**src/rtl/alu_decode_stage_if.sv**
```systemverilog
// rtl/alu_decode_stage_if.sv - fetch-side and execute-side handshake bundle of the decode stage
interface alu_decode_stage_if #(
  parameter int XLEN  = 32,
  parameter int SEL_W = 5
);
  logic             in_valid;
  logic             in_ready;
  logic [31:0]      in_inst;
  logic             flush;
  logic             out_valid;
  logic             out_ready;
  logic [SEL_W-1:0] alu_sel;
  logic [XLEN-1:0]  imm;
  logic             src1_pc;
  logic             src1_zero;
  logic             src2_imm;
  logic [4:0]       rs1;
  logic [4:0]       rs2;
  logic [4:0]       rd;
  logic             reg_we;
  logic             mem_rd;
  logic             mem_wr;
  logic             illegal;

  // Decode stage view
  modport slave (
    input  in_valid, in_inst, flush, out_ready,
    output in_ready, out_valid, alu_sel, imm, src1_pc, src1_zero, src2_imm,
           rs1, rs2, rd, reg_we, mem_rd, mem_wr, illegal
  );

  // Fetch/execute (driver) view
  modport master (
    output in_valid, in_inst, flush, out_ready,
    input  in_ready, out_valid, alu_sel, imm, src1_pc, src1_zero, src2_imm,
           rs1, rs2, rd, reg_we, mem_rd, mem_wr, illegal
  );
endinterface

```
**src/rtl/alu_decode_stage.sv**
```systemverilog
// rtl/alu_decode_stage.sv - registered RV32I decode producing ALUSel and operand controls
module alu_decode_stage #(
  parameter int XLEN  = 32,
  parameter int SEL_W = 5
) (
  input  logic            clk,
  input  logic            rst,
  alu_decode_stage_if.slave bus
);
  localparam logic [6:0] OPC_OP_IMM = 7'b0010011;
  localparam logic [6:0] OPC_OP     = 7'b0110011;
  localparam logic [6:0] OPC_LOAD   = 7'b0000011;
  localparam logic [6:0] OPC_STORE  = 7'b0100011;
  localparam logic [6:0] OPC_LUI    = 7'b0110111;
  localparam logic [6:0] OPC_AUIPC  = 7'b0010111;
  localparam logic [6:0] F7_ALT     = 7'b0100000;

  localparam logic [SEL_W-1:0] SEL_ADDI  = SEL_W'(0);
  localparam logic [SEL_W-1:0] SEL_SLTI  = SEL_W'(1);
  localparam logic [SEL_W-1:0] SEL_SLTIU = SEL_W'(2);
  localparam logic [SEL_W-1:0] SEL_XORI  = SEL_W'(3);
  localparam logic [SEL_W-1:0] SEL_ORI   = SEL_W'(4);
  localparam logic [SEL_W-1:0] SEL_ANDI  = SEL_W'(5);
  localparam logic [SEL_W-1:0] SEL_SLLI  = SEL_W'(6);
  localparam logic [SEL_W-1:0] SEL_SRLI  = SEL_W'(7);
  localparam logic [SEL_W-1:0] SEL_SRAI  = SEL_W'(8);
  localparam logic [SEL_W-1:0] SEL_ADD   = SEL_W'(9);
  localparam logic [SEL_W-1:0] SEL_SUB   = SEL_W'(10);
  localparam logic [SEL_W-1:0] SEL_SLL   = SEL_W'(11);
  localparam logic [SEL_W-1:0] SEL_SLT   = SEL_W'(12);
  localparam logic [SEL_W-1:0] SEL_SLTU  = SEL_W'(13);
  localparam logic [SEL_W-1:0] SEL_XOR   = SEL_W'(14);
  localparam logic [SEL_W-1:0] SEL_SRL   = SEL_W'(15);
  localparam logic [SEL_W-1:0] SEL_SRA   = SEL_W'(16);
  localparam logic [SEL_W-1:0] SEL_OR    = SEL_W'(17);
  localparam logic [SEL_W-1:0] SEL_AND   = SEL_W'(18);

  logic [31:0]      inst;
  logic [6:0]       opcode;
  logic [2:0]       f3;
  logic [6:0]       f7;
  logic [XLEN-1:0]  imm_i, imm_sh, imm_s, imm_u;

  logic [SEL_W-1:0] d_sel;
  logic [XLEN-1:0]  d_imm;
  logic             d_s1pc, d_s1z, d_s2i, d_we, d_mrd, d_mwr, d_ill;

  logic             out_valid_q;
  logic [SEL_W-1:0] sel_q;
  logic [XLEN-1:0]  imm_q;
  logic             s1pc_q, s1z_q, s2i_q, we_q, mrd_q, mwr_q, ill_q;
  logic [4:0]       rs1_q, rs2_q, rd_q;
  logic             accept;

  assign inst   = bus.in_inst;
  assign opcode = inst[6:0];
  assign f3     = inst[14:12];
  assign f7     = inst[31:25];
  assign imm_i  = {{(XLEN-12){inst[31]}}, inst[31:20]};
  assign imm_sh = {{(XLEN-5){1'b0}}, inst[24:20]};
  assign imm_s  = {{(XLEN-12){inst[31]}}, inst[31:25], inst[11:7]};
  assign imm_u  = {inst[31:12], {(XLEN-20){1'b0}}};

  // Decode the incoming word into the next bundle; illegal encodings collapse to all-zero controls
  always_comb begin
    d_sel  = SEL_ADDI;
    d_imm  = '0;
    d_s1pc = 1'b0;
    d_s1z  = 1'b0;
    d_s2i  = 1'b0;
    d_we   = 1'b0;
    d_mrd  = 1'b0;
    d_mwr  = 1'b0;
    d_ill  = 1'b0;
    case (opcode)
      OPC_OP_IMM: begin
        d_s2i = 1'b1;
        d_we  = 1'b1;
        d_imm = imm_i;
        case (f3)
          3'b000: d_sel = SEL_ADDI;
          3'b010: d_sel = SEL_SLTI;
          3'b011: d_sel = SEL_SLTIU;
          3'b100: d_sel = SEL_XORI;
          3'b110: d_sel = SEL_ORI;
          3'b111: d_sel = SEL_ANDI;
          3'b001: begin
            d_sel = SEL_SLLI;
            d_imm = imm_sh;
            d_ill = (f7 != 7'b0);
          end
          default: begin
            d_imm = imm_sh;
            if (f7 == 7'b0)        d_sel = SEL_SRLI;
            else if (f7 == F7_ALT) d_sel = SEL_SRAI;
            else                   d_ill = 1'b1;
          end
        endcase
      end
      OPC_OP: begin
        d_we = 1'b1;
        if (f7 == 7'b0) begin
          case (f3)
            3'b000:  d_sel = SEL_ADD;
            3'b001:  d_sel = SEL_SLL;
            3'b010:  d_sel = SEL_SLT;
            3'b011:  d_sel = SEL_SLTU;
            3'b100:  d_sel = SEL_XOR;
            3'b101:  d_sel = SEL_SRL;
            3'b110:  d_sel = SEL_OR;
            default: d_sel = SEL_AND;
          endcase
        end else if (f7 == F7_ALT && f3 == 3'b000) begin
          d_sel = SEL_SUB;
        end else if (f7 == F7_ALT && f3 == 3'b101) begin
          d_sel = SEL_SRA;
        end else begin
          d_ill = 1'b1;
        end
      end
      OPC_LOAD: begin
        d_imm = imm_i;
        d_s2i = 1'b1;
        d_we  = 1'b1;
        d_mrd = 1'b1;
      end
      OPC_STORE: begin
        d_imm = imm_s;
        d_s2i = 1'b1;
        d_mwr = 1'b1;
      end
      OPC_LUI: begin
        d_imm = imm_u;
        d_s1z = 1'b1;
        d_s2i = 1'b1;
        d_we  = 1'b1;
      end
      OPC_AUIPC: begin
        d_imm  = imm_u;
        d_s1pc = 1'b1;
        d_s2i  = 1'b1;
        d_we   = 1'b1;
      end
      default: d_ill = 1'b1;
    endcase
    if (d_ill) begin
      d_sel  = SEL_ADDI;
      d_imm  = '0;
      d_s1pc = 1'b0;
      d_s1z  = 1'b0;
      d_s2i  = 1'b0;
      d_we   = 1'b0;
      d_mrd  = 1'b0;
      d_mwr  = 1'b0;
    end
  end

  assign bus.in_ready = !out_valid_q || bus.out_ready;
  assign accept       = bus.in_valid && bus.in_ready;

  // Output register: flush wins, then load on accept, then drain; payload only changes on accept
  always_ff @(posedge clk or posedge rst) begin
    if (rst) begin
      out_valid_q <= 1'b0;
      sel_q       <= '0;
      imm_q       <= '0;
      s1pc_q      <= 1'b0;
      s1z_q       <= 1'b0;
      s2i_q       <= 1'b0;
      we_q        <= 1'b0;
      mrd_q       <= 1'b0;
      mwr_q       <= 1'b0;
      ill_q       <= 1'b0;
      rs1_q       <= '0;
      rs2_q       <= '0;
      rd_q        <= '0;
    end else if (bus.flush) begin
      out_valid_q <= 1'b0;
    end else if (accept) begin
      out_valid_q <= 1'b1;
      sel_q       <= d_sel;
      imm_q       <= d_imm;
      s1pc_q      <= d_s1pc;
      s1z_q       <= d_s1z;
      s2i_q       <= d_s2i;
      we_q        <= d_we;
      mrd_q       <= d_mrd;
      mwr_q       <= d_mwr;
      ill_q       <= d_ill;
      rs1_q       <= inst[19:15];
      rs2_q       <= inst[24:20];
      rd_q        <= inst[11:7];
    end else if (bus.out_ready) begin
      out_valid_q <= 1'b0;
    end
  end

  assign bus.out_valid = out_valid_q;
  assign bus.alu_sel   = sel_q;
  assign bus.imm       = imm_q;
  assign bus.src1_pc   = s1pc_q;
  assign bus.src1_zero = s1z_q;
  assign bus.src2_imm  = s2i_q;
  assign bus.rs1       = rs1_q;
  assign bus.rs2       = rs2_q;
  assign bus.rd        = rd_q;
  assign bus.reg_we    = we_q;
  assign bus.mem_rd    = mrd_q;
  assign bus.mem_wr    = mwr_q;
  assign bus.illegal   = ill_q;
endmodule

```
**src/flat_wrapper.sv**
```systemverilog
// flat-port wrapper written by rule: the top's interface ports become plain ports
module alu_decode_stage_flat 
#(
  parameter int XLEN  = 32,
  parameter int SEL_W = 5
)
  (clk, rst, bus_in_valid, bus_in_inst, bus_flush, bus_out_ready, bus_in_ready, bus_out_valid, bus_alu_sel, bus_imm, bus_src1_pc, bus_src1_zero, bus_src2_imm, bus_rs1, bus_rs2, bus_rd, bus_reg_we, bus_mem_rd, bus_mem_wr, bus_illegal);
  alu_decode_stage_if #(.XLEN(XLEN), .SEL_W(SEL_W)) bus_i ();
  input  logic clk;
  input  logic rst;
  input wire logic [$bits(bus_i.in_valid)-1:0] bus_in_valid;
  input wire logic [$bits(bus_i.in_inst)-1:0] bus_in_inst;
  input wire logic [$bits(bus_i.flush)-1:0] bus_flush;
  input wire logic [$bits(bus_i.out_ready)-1:0] bus_out_ready;
  output wire logic [$bits(bus_i.in_ready)-1:0] bus_in_ready;
  output wire logic [$bits(bus_i.out_valid)-1:0] bus_out_valid;
  output wire logic [$bits(bus_i.alu_sel)-1:0] bus_alu_sel;
  output wire logic [$bits(bus_i.imm)-1:0] bus_imm;
  output wire logic [$bits(bus_i.src1_pc)-1:0] bus_src1_pc;
  output wire logic [$bits(bus_i.src1_zero)-1:0] bus_src1_zero;
  output wire logic [$bits(bus_i.src2_imm)-1:0] bus_src2_imm;
  output wire logic [$bits(bus_i.rs1)-1:0] bus_rs1;
  output wire logic [$bits(bus_i.rs2)-1:0] bus_rs2;
  output wire logic [$bits(bus_i.rd)-1:0] bus_rd;
  output wire logic [$bits(bus_i.reg_we)-1:0] bus_reg_we;
  output wire logic [$bits(bus_i.mem_rd)-1:0] bus_mem_rd;
  output wire logic [$bits(bus_i.mem_wr)-1:0] bus_mem_wr;
  output wire logic [$bits(bus_i.illegal)-1:0] bus_illegal;
  assign bus_i.in_valid = bus_in_valid;
  assign bus_i.in_inst = bus_in_inst;
  assign bus_i.flush = bus_flush;
  assign bus_i.out_ready = bus_out_ready;
  assign bus_in_ready = bus_i.in_ready;
  assign bus_out_valid = bus_i.out_valid;
  assign bus_alu_sel = bus_i.alu_sel;
  assign bus_imm = bus_i.imm;
  assign bus_src1_pc = bus_i.src1_pc;
  assign bus_src1_zero = bus_i.src1_zero;
  assign bus_src2_imm = bus_i.src2_imm;
  assign bus_rs1 = bus_i.rs1;
  assign bus_rs2 = bus_i.rs2;
  assign bus_rd = bus_i.rd;
  assign bus_reg_we = bus_i.reg_we;
  assign bus_mem_rd = bus_i.mem_rd;
  assign bus_mem_wr = bus_i.mem_wr;
  assign bus_illegal = bus_i.illegal;
  alu_decode_stage #(.XLEN(XLEN), .SEL_W(SEL_W)) u_core (.clk(clk), .rst(rst), .bus(bus_i));
endmodule
```
**config.mk**
```make
export PLATFORM = sky130hd
export DESIGN_NAME = alu_decode_stage_flat
export DESIGN_NICKNAME = d
export VERILOG_FILES = /design/src/rtl/alu_decode_stage_if.sv /design/src/rtl/alu_decode_stage.sv /design/src/flat_wrapper.sv
export SDC_FILE = /design/constraint.sdc
export NUM_CORES = 1
export LEC_CHECK = 0
export ABC_AREA = 1
export BUFFER_PORTS_ARGS = -buffer_cell sky130_fd_sc_hd__buf_4
export CAP_MARGIN = 25
export CELL_PAD_IN_SITES_DETAIL_PLACEMENT = 1
export CELL_PAD_IN_SITES_GLOBAL_PLACEMENT = 1
export CORE_AREA = 3 3 91 93
export DETAILED_ROUTE_END_ITERATION = 6
export DIE_AREA = 0 0 94 96
export PLACE_DENSITY = 0.89
export SETUP_SLACK_MARGIN = 0.05
export SYNTH_ARGS = -nofsm -noshare
export SYNTH_HDL_FRONTEND = slang
export SYNTH_SLANG_ARGS = --single-unit
```
**constraint.sdc**
```tcl
create_clock -name clk -period 4.7 [get_ports clk]
set_input_delay 0.47 -clock clk [delete_from_list [all_inputs] [get_ports clk]]
set_output_delay 0.47 -clock clk [all_outputs]
set_load 0.02 [all_outputs]
```
Word level (Yosys, flattened, before mapping)

Cells that the tools add are included.

Register bits: 60
Input port bits: 37
Output and inout port bits: 61
Word-level logic and storage cells: 77

Eq/ne operators: 14
Multiplexer cells: 34
Bitwise operators: 1
Reduce and logical (&&, ||, !) cells: 15

Operators with widths:

| kind                                           | number |
|---|---|
| case mux 32 bit (4 select lines)               | 1 |
| case mux 5 bit (7 select lines)                | 2 |
| two-way mux 32 bit                             | 2 |
| == test 7 x 6 -> 1 bit (second input constant) | 4 |
| two-way mux 5 bit                              | 5 |
| two-way mux 1 bit                              | 20 |
| == test 7 x 5 -> 1 bit (second input constant) | 2 |
| == test 3 bit (second input constant)          | 4 |
| case mux 5 bit (2 select lines)                | 1 |
| OR reduction 5 bit                             | 2 |
| == test 7 x 2 -> 1 bit (second input constant) | 1 |
| logical NOT 7 bit                              | 1 |
| nonzero test 7 bit                             | 1 |
| == test 3 x 2 -> 1 bit (second input constant) | 2 |
| OR reduction 6 bit                             | 1 |
| two-way mux 4 bit                              | 1 |
| OR reduction 4 bit                             | 1 |
| == test 3 x 1 -> 1 bit (second input constant) | 1 |
| logical AND 1 bit                              | 3 |
| logical NOT 3 bit                              | 1 |
| case mux 1 bit (3 select lines)                | 1 |
| nonzero test 3 bit                             | 1 |
| case mux 1 bit (2 select lines)                | 1 |
| AND reduction 2 bit                            | 1 |
| other kinds (4)                                | 4 |

Logic depth before layout (Yosys ltp)

Gate-level depths: netlist of the first run.

Word-level depth: 7
Depth in mapped cells: 11
Gate-level depth less buffers: 11

Least setup slack after synthesis of the first run

Ideal clock, no wire load.

Kind: reg-to-reg
Start point: reg u_core.out_valid_q, in the netlist u_core.bus.out_valid
End point: reg u_core.imm_q[13], in the netlist u_core.bus.imm[13]
Library setup time: 0.069 ns
Arrival time: 1.472 ns
Data required time: 4.631 ns
Slack: 3.159 ns
Cell stages (with the launch flop): 11
Path buffers: 1
Period minus slack after synthesis: 1.541 ns
Path through: dfrtp_1 -> inv_1 -> nor2_1 -> inv_1 -> nand2_1 -> inv_2 -> nand2_2 -> inv_4 -> buf_4 -> nand3_1 -> nand3_1

Longest elaborated chain between the ends: 4

Ends and longest elaborated chain:

| what                          | RTL line                | RTL |
|---|---|---|
| start, declared               | alu_decode_stage.sv:48  | `logic out_valid_q;` |
| start signal, assigned        | alu_decode_stage.sv:164 | `out_valid_q <= 1'b0;` |
| start signal, assigned        | alu_decode_stage.sv:178 | `out_valid_q <= 1'b0;` |
| start signal, assigned        | alu_decode_stage.sv:180 | `out_valid_q <= 1'b1;` |
| logical NOT 1 bit             | alu_decode_stage.sv:158 | `assign bus.in_ready = !out_valid_q \|\| bus.out_ready;` |
| logical OR 1 bit              | alu_decode_stage.sv:158 |  |
| net bus_in_ready              | flat_wrapper.sv:15      | `output wire logic [$bits(bus_i.in_ready)-1:0] bus_in_ready;` |
| logical AND 1 bit             | alu_decode_stage.sv:159 | `assign accept = bus.in_valid && bus.in_ready;` |
| AND reduction 2 bit (no line) | n/a                     |  |
| end signal, assigned          | alu_decode_stage.sv:182 | `imm_q <= d_imm;` |
| end, declared                 | alu_decode_stage.sv:50  | `logic [XLEN-1:0] imm_q;` |

The timed path passes the listed nets, and every way through them passes these cells.
A chain may end at the register's enable or synchronous reset.

Worst setup path in the final report of the first run

Start point: reg u_core.out_valid_q, in the netlist u_core.bus.out_valid
End point: reg u_core.imm_q[23], in the netlist u_core.bus.imm[23]

Longest elaborated chain between the ends: 4

Ends and longest elaborated chain:

| what                          | RTL line |
|---|---|
| logical NOT 1 bit             | alu_decode_stage.sv:158 |
| logical OR 1 bit              | alu_decode_stage.sv:158 |
| logical AND 1 bit             | alu_decode_stage.sv:159 |
| AND reduction 2 bit (no line) | n/a |

Every way passes these cells.

==> results.md, run 1 <==
* Setup crit end kind: flop
* Hold-fix buffers at CTS at 0
* CTS max path bufs at 2
* CTS resizes at 0
* Max Fclk at between 0.4 and 0.5 GHz
* Final Non-Filler Cells at 558
* DRT Wirelength at approximately 8700 µm
* Clock Root Buffer: clkbuf_8
* Post-DRT Antenna Nets at 0
* Sequential fraction of design power at 0.442
* First-pass iteration count of the detailed router at 4
* Async SR Flop Fraction at 1.00
* Final setup viols at 0
* Maximum vdd drop at approximately 0.00014 V
* Final hold viol count at 0
* Commonest cells post-synth: 132 x nand2_1, 60 x dfrtp_1, 50 x nand3_1
* FF-to-FF setup slack at 2.28 ns
* CP Cell Sequence: inv_1 -> nor2_1 -> inv_1 -> nand2_2 -> buf_4 -> inv_2 -> nand2_2 -> inv_4 -> nand3_4 -> nand3_1
* CP startpoint kind: flop
* CTS Buf Count at 9
* Nets at between 400 and 500
* Wire length on met3 at roughly 560 µm
* # diodes at 0
* Clk Latency, worst-skew pair at 0.35 ns
* Crit path max fanout at 70
* First-pass GRT wire length at 14200 µm
* Post-synth EDFFs at 0
* TritonCTS Sinks at 60
* Non-Filler Cell Area, Final at 0.00388 mm²
* Die Height at between 90 and 100 µm
* Vias at 2793
* Layout cells sized above 1 at 0.305
* Largest delay share family, worst path: buffers and inverters
* Routability cong. at 0.817
* Max cap viols at 0
* Initial antenna violation count at 0
* Synth area leader: dfrtp_1
* Switching part of the total power at 0.275
* Post-Syn Area per Cell at ~8.1 µm²
* Core box area at 0.00761 mm²
* I/O Buffers at 97
* Post-CTS Setup Bufs at 0
* Fin crit share at 0.514
* Starting density of the core at 0.378
* FILL cells at approximately 930
* Critical Path RT at about 4.9 ns
* Power density over the cells at ~320 mW/mm²
* Crit-path max cell delay at 0.52 ns
* Seq cells post-synth at 60
* Wire per inst at 15.6 µm
* Top-area cell type share of the netlist area at 0.522
* Top cells by area, synth: dfrtp_1 52%, nand2_1 17%, nand3_1 8.7%
* Post-Syn Area at 0.00287 mm²
* Synth unique cells at 24
* Residual DRC at 0
* Area Overhead vs Synth at 35.0%
* Int Pwr at 0.907 mW
* Switching power at 0.345 mW
* Iteration-0 DRC Markers at 171
* DP Wirelength at 6290 µm
* H-tree Lvls at 3
* TNS Setup at 0 ns
* Worst path slowest cell: buf_4
* TritonCTS clock tree: yes
* Status: finished clean
* RSZ-0062 raised after global routing: false
* Die W at 94 µm
* Clk slew on worst S/H paths at 0.08 ns
* Rows at 32
* Worst Skew at 0.0103 ns
* Placed Instance Area at 0.00366 mm²
* Largest net degree at the start of global routing at between 70 and 80
* HP Class: in -> async
* Post-synthesis sequential area ratio at 0.522
* Clock share of power at 0.420
* Slew HR at 0.545
* Most frequent cell after synthesis: nand2_1
* Placed instance count at 542
* Syn Inst Count at between 300 and 400
* Io pins at between 90 and 100
* Max layer used: met4
* WL met1 at around 3700 µm
* Fin crit period at ~2.4 ns
* Crit path DAT at 2.62 ns
* Gate power share at 0.139
* Synth Flop Type: dfrtp_1
* Leak Pwr at 2.16 nW
* Routed wl met2 at 4340 µm
* Worst Path Buf+Inv at 5
* Die area at 0.00902 mm²
* Type of the worst setup path: reg -> reg
* Worst slew pin tran at between 0.6 and 0.7 ns
* Number of global-route vias before repair at 2923
* Total track usage at 0.202
* Remaining global-route overflow at 0
* Mapped Nets at 393
* Vias per cell at approximately 5
* Slew Viols, Final at 0
* Synth warnings at 0
[metal layers]
layer	GRT usage	vias up
met5	0	-
met4	0.0529	0
met3	0.0500	11
met2	0.339	92
met1	0.262	1357
li1	-	1333
[flip-flops by register name, indices dropped and copies added (netlist names)]
name	count
u_core.bus.src1_pc	1
u_core.bus.imm	32
u_core.bus.out_valid	1
u_core.bus.rd	5
u_core.bus.illegal	1
u_core.bus.mem_rd	1
u_core.bus.alu_sel	5
u_core.bus.rs2	5
u_core.bus.rs1	5
u_core.bus.src2_imm	1
u_core.bus.reg_we	1
u_core.bus.mem_wr	1
u_core.bus.src1_zero	1
[per-stage QoR]
stage          hold WS [ns]  worst slack (ns)  power (mW)   util
2_1_floorplan         0.533              2.75       0.647      -
6_report              0.206              2.28        1.25  0.510
4_1_cts               0.230              2.30        1.26  0.510
5_1_grt               0.246              2.03        1.31  0.510
3_5_place_dp          0.470              2.11       0.738  0.481
3_3_place_gp          0.464              2.30       0.731  0.481
[cell type report]
class,instances,area [µm²],area share
multi-input combinational,252,1170,0.302
timing repair buffer,99,743,0.192
clock inverter,7,98.8,0.0255
clock buffer,9,124,0.0319
inverter,29,111,0.0287
sequential,60,1500,0.387
tap,102,128,0.0329
[path summary, 6_finish.rpt]
path | start | endpoint | cells past startpoint
max | u_core.bus.out_valid | u_core.bus.imm[23] | 10
min | rst | u_core.bus.rs1[4] | 2
max reg2reg | u_core.bus.out_valid | u_core.bus.imm[23] | 10
min reg2reg | u_core.bus.rs1[1] | u_core.bus.rs1[1] | 2
max in group asynchronous | rst | u_core.bus.imm[24] | 3
min in group clk | bus_flush | u_core.bus.out_valid | 2
[layout by cell type (no fill, tap or decap)]
cell type,n
nand3_1,50
clkinv_2,1
nand4_1,2
nand3_4,2
nor3_1,3
nand2_1,131
clkinv_4,2
o41ai_1,2
nor2_1,15
nand2_2,7
dfrtp_1,60
bufinv_16,2
o21ai_0,17
clkbuf_8,9
inv_1,22
inv_4,1
inv_6,1
nor2_4,3
a31oi_1,1
a21oi_1,6
buf_4,99
nand3_2,3
o21ai_1,7
inv_2,6
nand2_4,2
o211ai_1,1
clkinvlp_4,1
[worst register-to-register path: cells and delay by family, from the launching register on]
family	cells	cell delay, ns
buffers and inverters	5	1.19
flip-flops	1	0.35
AND/OR/NAND/NOR	5	0.75
[power by group through the flow]
stage / Sequential (mW) / Clock (mW) / Combinational (mW)
3_3_place_gp: 0.562 / 0 / 0.169
4_1_cts: 0.553 / 0.530 / 0.176
5_1_grt: 0.555 / 0.559 / 0.192
6_report: 0.553 / 0.525 / 0.174
2_1_floorplan: 0.590 / 0 / 0.0576
3_5_place_dp: 0.563 / 0 / 0.175
[cells by family (layout without fill, tap and decap cells)]
| family | Yosys count | in the layout | synth area share |
|---|---|---|---|
| compound gates | 34 | 34 | 0.0631 |
| simple gates | 218 | 218 | 0.344 |
| flops | 60 | 60 | 0.522 |
| buf+inv | 44 | 144 | 0.0705 |
Power figures use the tool's default switching activity.
==> run 2: changes to the inputs <==
--- a/config.mk
+++ b/config.mk
@@ -10,10 +10,10 @@
 export CAP_MARGIN = 25
 export CELL_PAD_IN_SITES_DETAIL_PLACEMENT = 1
 export CELL_PAD_IN_SITES_GLOBAL_PLACEMENT = 1
-export CORE_AREA = 3 3 91 93
+export CORE_AREA = 3 3 94 96
 export DETAILED_ROUTE_END_ITERATION = 6
-export DIE_AREA = 0 0 94 96
-export PLACE_DENSITY = 0.89
+export DIE_AREA = 0 0 97 99
+export PLACE_DENSITY = 0.84
 export SETUP_SLACK_MARGIN = 0.05
 export SYNTH_ARGS = -nofsm -noshare
 export SYNTH_HDL_FRONTEND = slang
==> constraint.sdc (replaced) <==
create_clock -name clk -period 2.4 [get_ports clk]
set_input_delay 0.24 -clock clk [delete_from_list [all_inputs] [get_ports clk]]
set_output_delay 0.24 -clock clk [all_outputs]
set_load 0.02 [all_outputs]
==> results.md, run 2 (synthesis gave the netlist of run 1 again) <==
* Die W at 97 µm (+3.2%)
* FILL cells at 983 (+5.6%)
* Gate power share at 0.140 (about the same)
* DRT Wirelength at 8690 µm (-0.21%)
* Rows at 33 (+3.1%)
* Slew Viols, Final at 0 (unchanged)
* Largest delay share family, worst path: buffers and inverters
* Residual DRC at 0 (unchanged)
* # diodes at 0 (unchanged)
* CTS Buf Count at 9 (unchanged)
* Worst Path Buf+Inv at 4 (-1)
* Layout cells sized above 1 at 0.303 (-0.00219)
* Largest register FFs at 32 (unchanged)
* Final hold viol count at 0 (unchanged)
* Clock Root Buffer: clkbuf_8
* DP Wirelength at 6270 µm (-0.20%)
* Worst Skew at 0.00816 ns (-0.00216 ns)
* HP Class: in -> async
* Slew HR at 0.549 (+0.00357)
* Io pins at 98 (unchanged)
* Clk slew on worst S/H paths at 0.07 ns (about the same)
* Critical Path RT at 2.66 ns (-2.24 ns)
* Clock share of power at 0.415 (-0.005)
* Commonest non-fill, non-tap cell in the layout: nand2_1
* Starting density of the core at 0.353 (-0.0245)
* Clk Latency, worst-skew pair at 0.33 ns (-0.02 ns)
* Die area at 0.00960 mm² (+6.4%)
* Number of global-route vias before repair at 2863 (-2.1%)
* CP Cell Sequence: inv_1 -> nor2_1 -> inv_1 -> nand2_2 -> inv_2 -> nand2_2 -> inv_4 -> nand3_4 -> nand3_1
* Wire per inst at 15.5 µm (-0.74%)
* Routability cong. at 0.862 (+5.4%)
* I/O Buffers at 97 (unchanged)
* Hold-fix buffers at CTS at 0 (unchanged)
* TNS Setup at 0 ns (unchanged)
* Switching part of the total power at 0.260 (-0.0149)
* Die Height at 99 µm (+3.1%)
* Largest net degree at the start of global routing at 70 (-1.4%)
* Remaining global-route overflow at 0 (unchanged)
* Placed Instance Area at 0.00367 mm² (+0.44%)
* First-pass iteration count of the detailed router at 4 (unchanged)
* Crit path max fanout at 32 (-54%)
* Worst slew pin tran at 0.677 ns (-0.00536 ns)
* Initial antenna violation count at 0 (unchanged)
* Sequential fraction of design power at 0.445 (+0.003)
* Status: finished clean
* Max Fclk at 0.537 GHz (+30%)
* Fin crit period at 1.86 ns (-0.554 ns)
* Post-DRT Antenna Nets at 0 (unchanged)
* Area Overhead vs Synth at 35.3%
* RSZ-0062 raised after global routing: false
* Crit-path max cell delay at 0.38 ns (-0.14 ns)
* Final setup margin at 0.536 ns (-1.75 ns)
* H-tree Lvls at 3 (unchanged)
* Worst path slowest cell: dfrtp_1
* Place WS at 0.539 ns (-1.57 ns)
* Most frequent cells in the layout: 131 x nand2_1, 98 x buf_4, 60 x dfrtp_1, 50 x nand3_1, 22 x inv_1
* Leak Pwr at 2.17 nW (+0.36%)
* Int Pwr at 1.80 mW (+98%)
* TritonCTS Sinks at 60 (unchanged)
* First-pass GRT wire length at 14600 µm (+2.7%)
* Total track usage at 0.188 (-0.0140)
* Core box area at 0.00813 mm² (+6.9%)
* Vias per cell at 4.85 (-3.1%)
* Power density over the cells at 625 mW/mm² (+94%)
* Non-Filler Cell Area, Final at 0.00389 mm² (+0.26%)
* Max cap viols at 0 (unchanged)
* CP startpoint kind: flop
* Vias at 2722 (-2.5%)
* Setup crit end kind: flop
* Crit path DAT at 2.13 ns (-0.49 ns)
* Final setup viols at 0 (unchanged)
* Nets at 488 (unchanged)
* Iteration-0 DRC Markers at 83 (-51%)
* CTS resizes at 0 (unchanged)
* Fin crit share at 0.777 (+0.262)
* CTS max path bufs at 2 (unchanged)
* Post-CTS Setup Bufs at 0 (unchanged)
* Switching power at 0.633 mW (+84%)
* Type of the worst setup path: reg -> reg
* Maximum vdd drop at 0.000269 V (+93%)
* TritonCTS clock tree: yes
run 2: cell types whose count changed in the layout (fill, tap and decap cells not counted):
cell and delta:
inv_6 -1, clkinvlp_4 -1, clkinv_4 -2, clkinv_2 +2, clkbuf_1 +1, buf_12 +1
buf_4 -1, clkbuf_8 +1
run 2: layout make-up:
class / instances / area, µm² / area share
multi-input combinational: 252 / 1170 / 0.301
tap: 105 / 131 / 0.0338
clock inverter: 5 / 75.1 / 0.0193
inverter: 29 / 111 / 0.0286
timing repair buffer: 99 / 756 / 0.194
clock buffer: 11 / 141 / 0.0364
sequential: 60 / 1500 / 0.386
run 2: power by group through the flow:
stage          registers, mW  logic (mW)  clock network [mW]
2_1_floorplan           1.16       0.113                   0
3_3_place_gp            1.10       0.336                   0
3_5_place_dp            1.10       0.344                   0
4_1_cts                 1.08       0.346                1.03
5_1_grt                 1.09       0.377                1.08
6_report                1.08       0.340                1.01
run 2: metal layers:
metal  up-vias  track usage  wire length (µm)
met5         -            0                 0
met4         0       0.0583                68
met3         7       0.0333               353
met2        61        0.318              4330
met1      1331        0.246              3930
li1       1323            -                 -
run 2: final timing paths:
check | startpoint | end | slack [ns] | depth (start not counted)
worst min register to register | u_core.bus.rs1[1] | u_core.bus.rs1[1] | 0.48 | 2
max in group asynchronous | rst | u_core.bus.imm[20] | 1.78 | 3
min in group clk | bus_flush | u_core.bus.out_valid | 0.06 | 2
worst max-delay path | u_core.bus.out_valid | u_core.bus.imm[18] | 0.54 | 9
worst max register to register | u_core.bus.out_valid | u_core.bus.imm[18] | 0.54 | 9
worst min-delay path | rst | u_core.bus.out_valid | 0.005 | 2
run 2: worst reg2reg max path: stages, from the launching register on:
cell,delay (ns)
dfrtp_1,0.38
inv_1,0.05
nor2_1,0.03
inv_1,0.09
nand2_2,0.07
inv_2,0.29
nand2_2,0.13
inv_4,0.28
nand3_4,0.30
nand3_1,0.16
run 2: per-stage QoR:
stage / cells / util / total power, mW / hold WS, ns
finish: 561 / 0.478 / 2.43 / 0.00457
floorplan: 356 / - / 1.27 / 0.303
global route: 561 / 0.478 / 2.54 / 0.0570
detailed placement: 545 / 0.451 / 1.45 / 0.373
CTS: 561 / 0.478 / 2.46 / 0.00810
global placement: 545 / 0.451 / 1.44 / 0.370
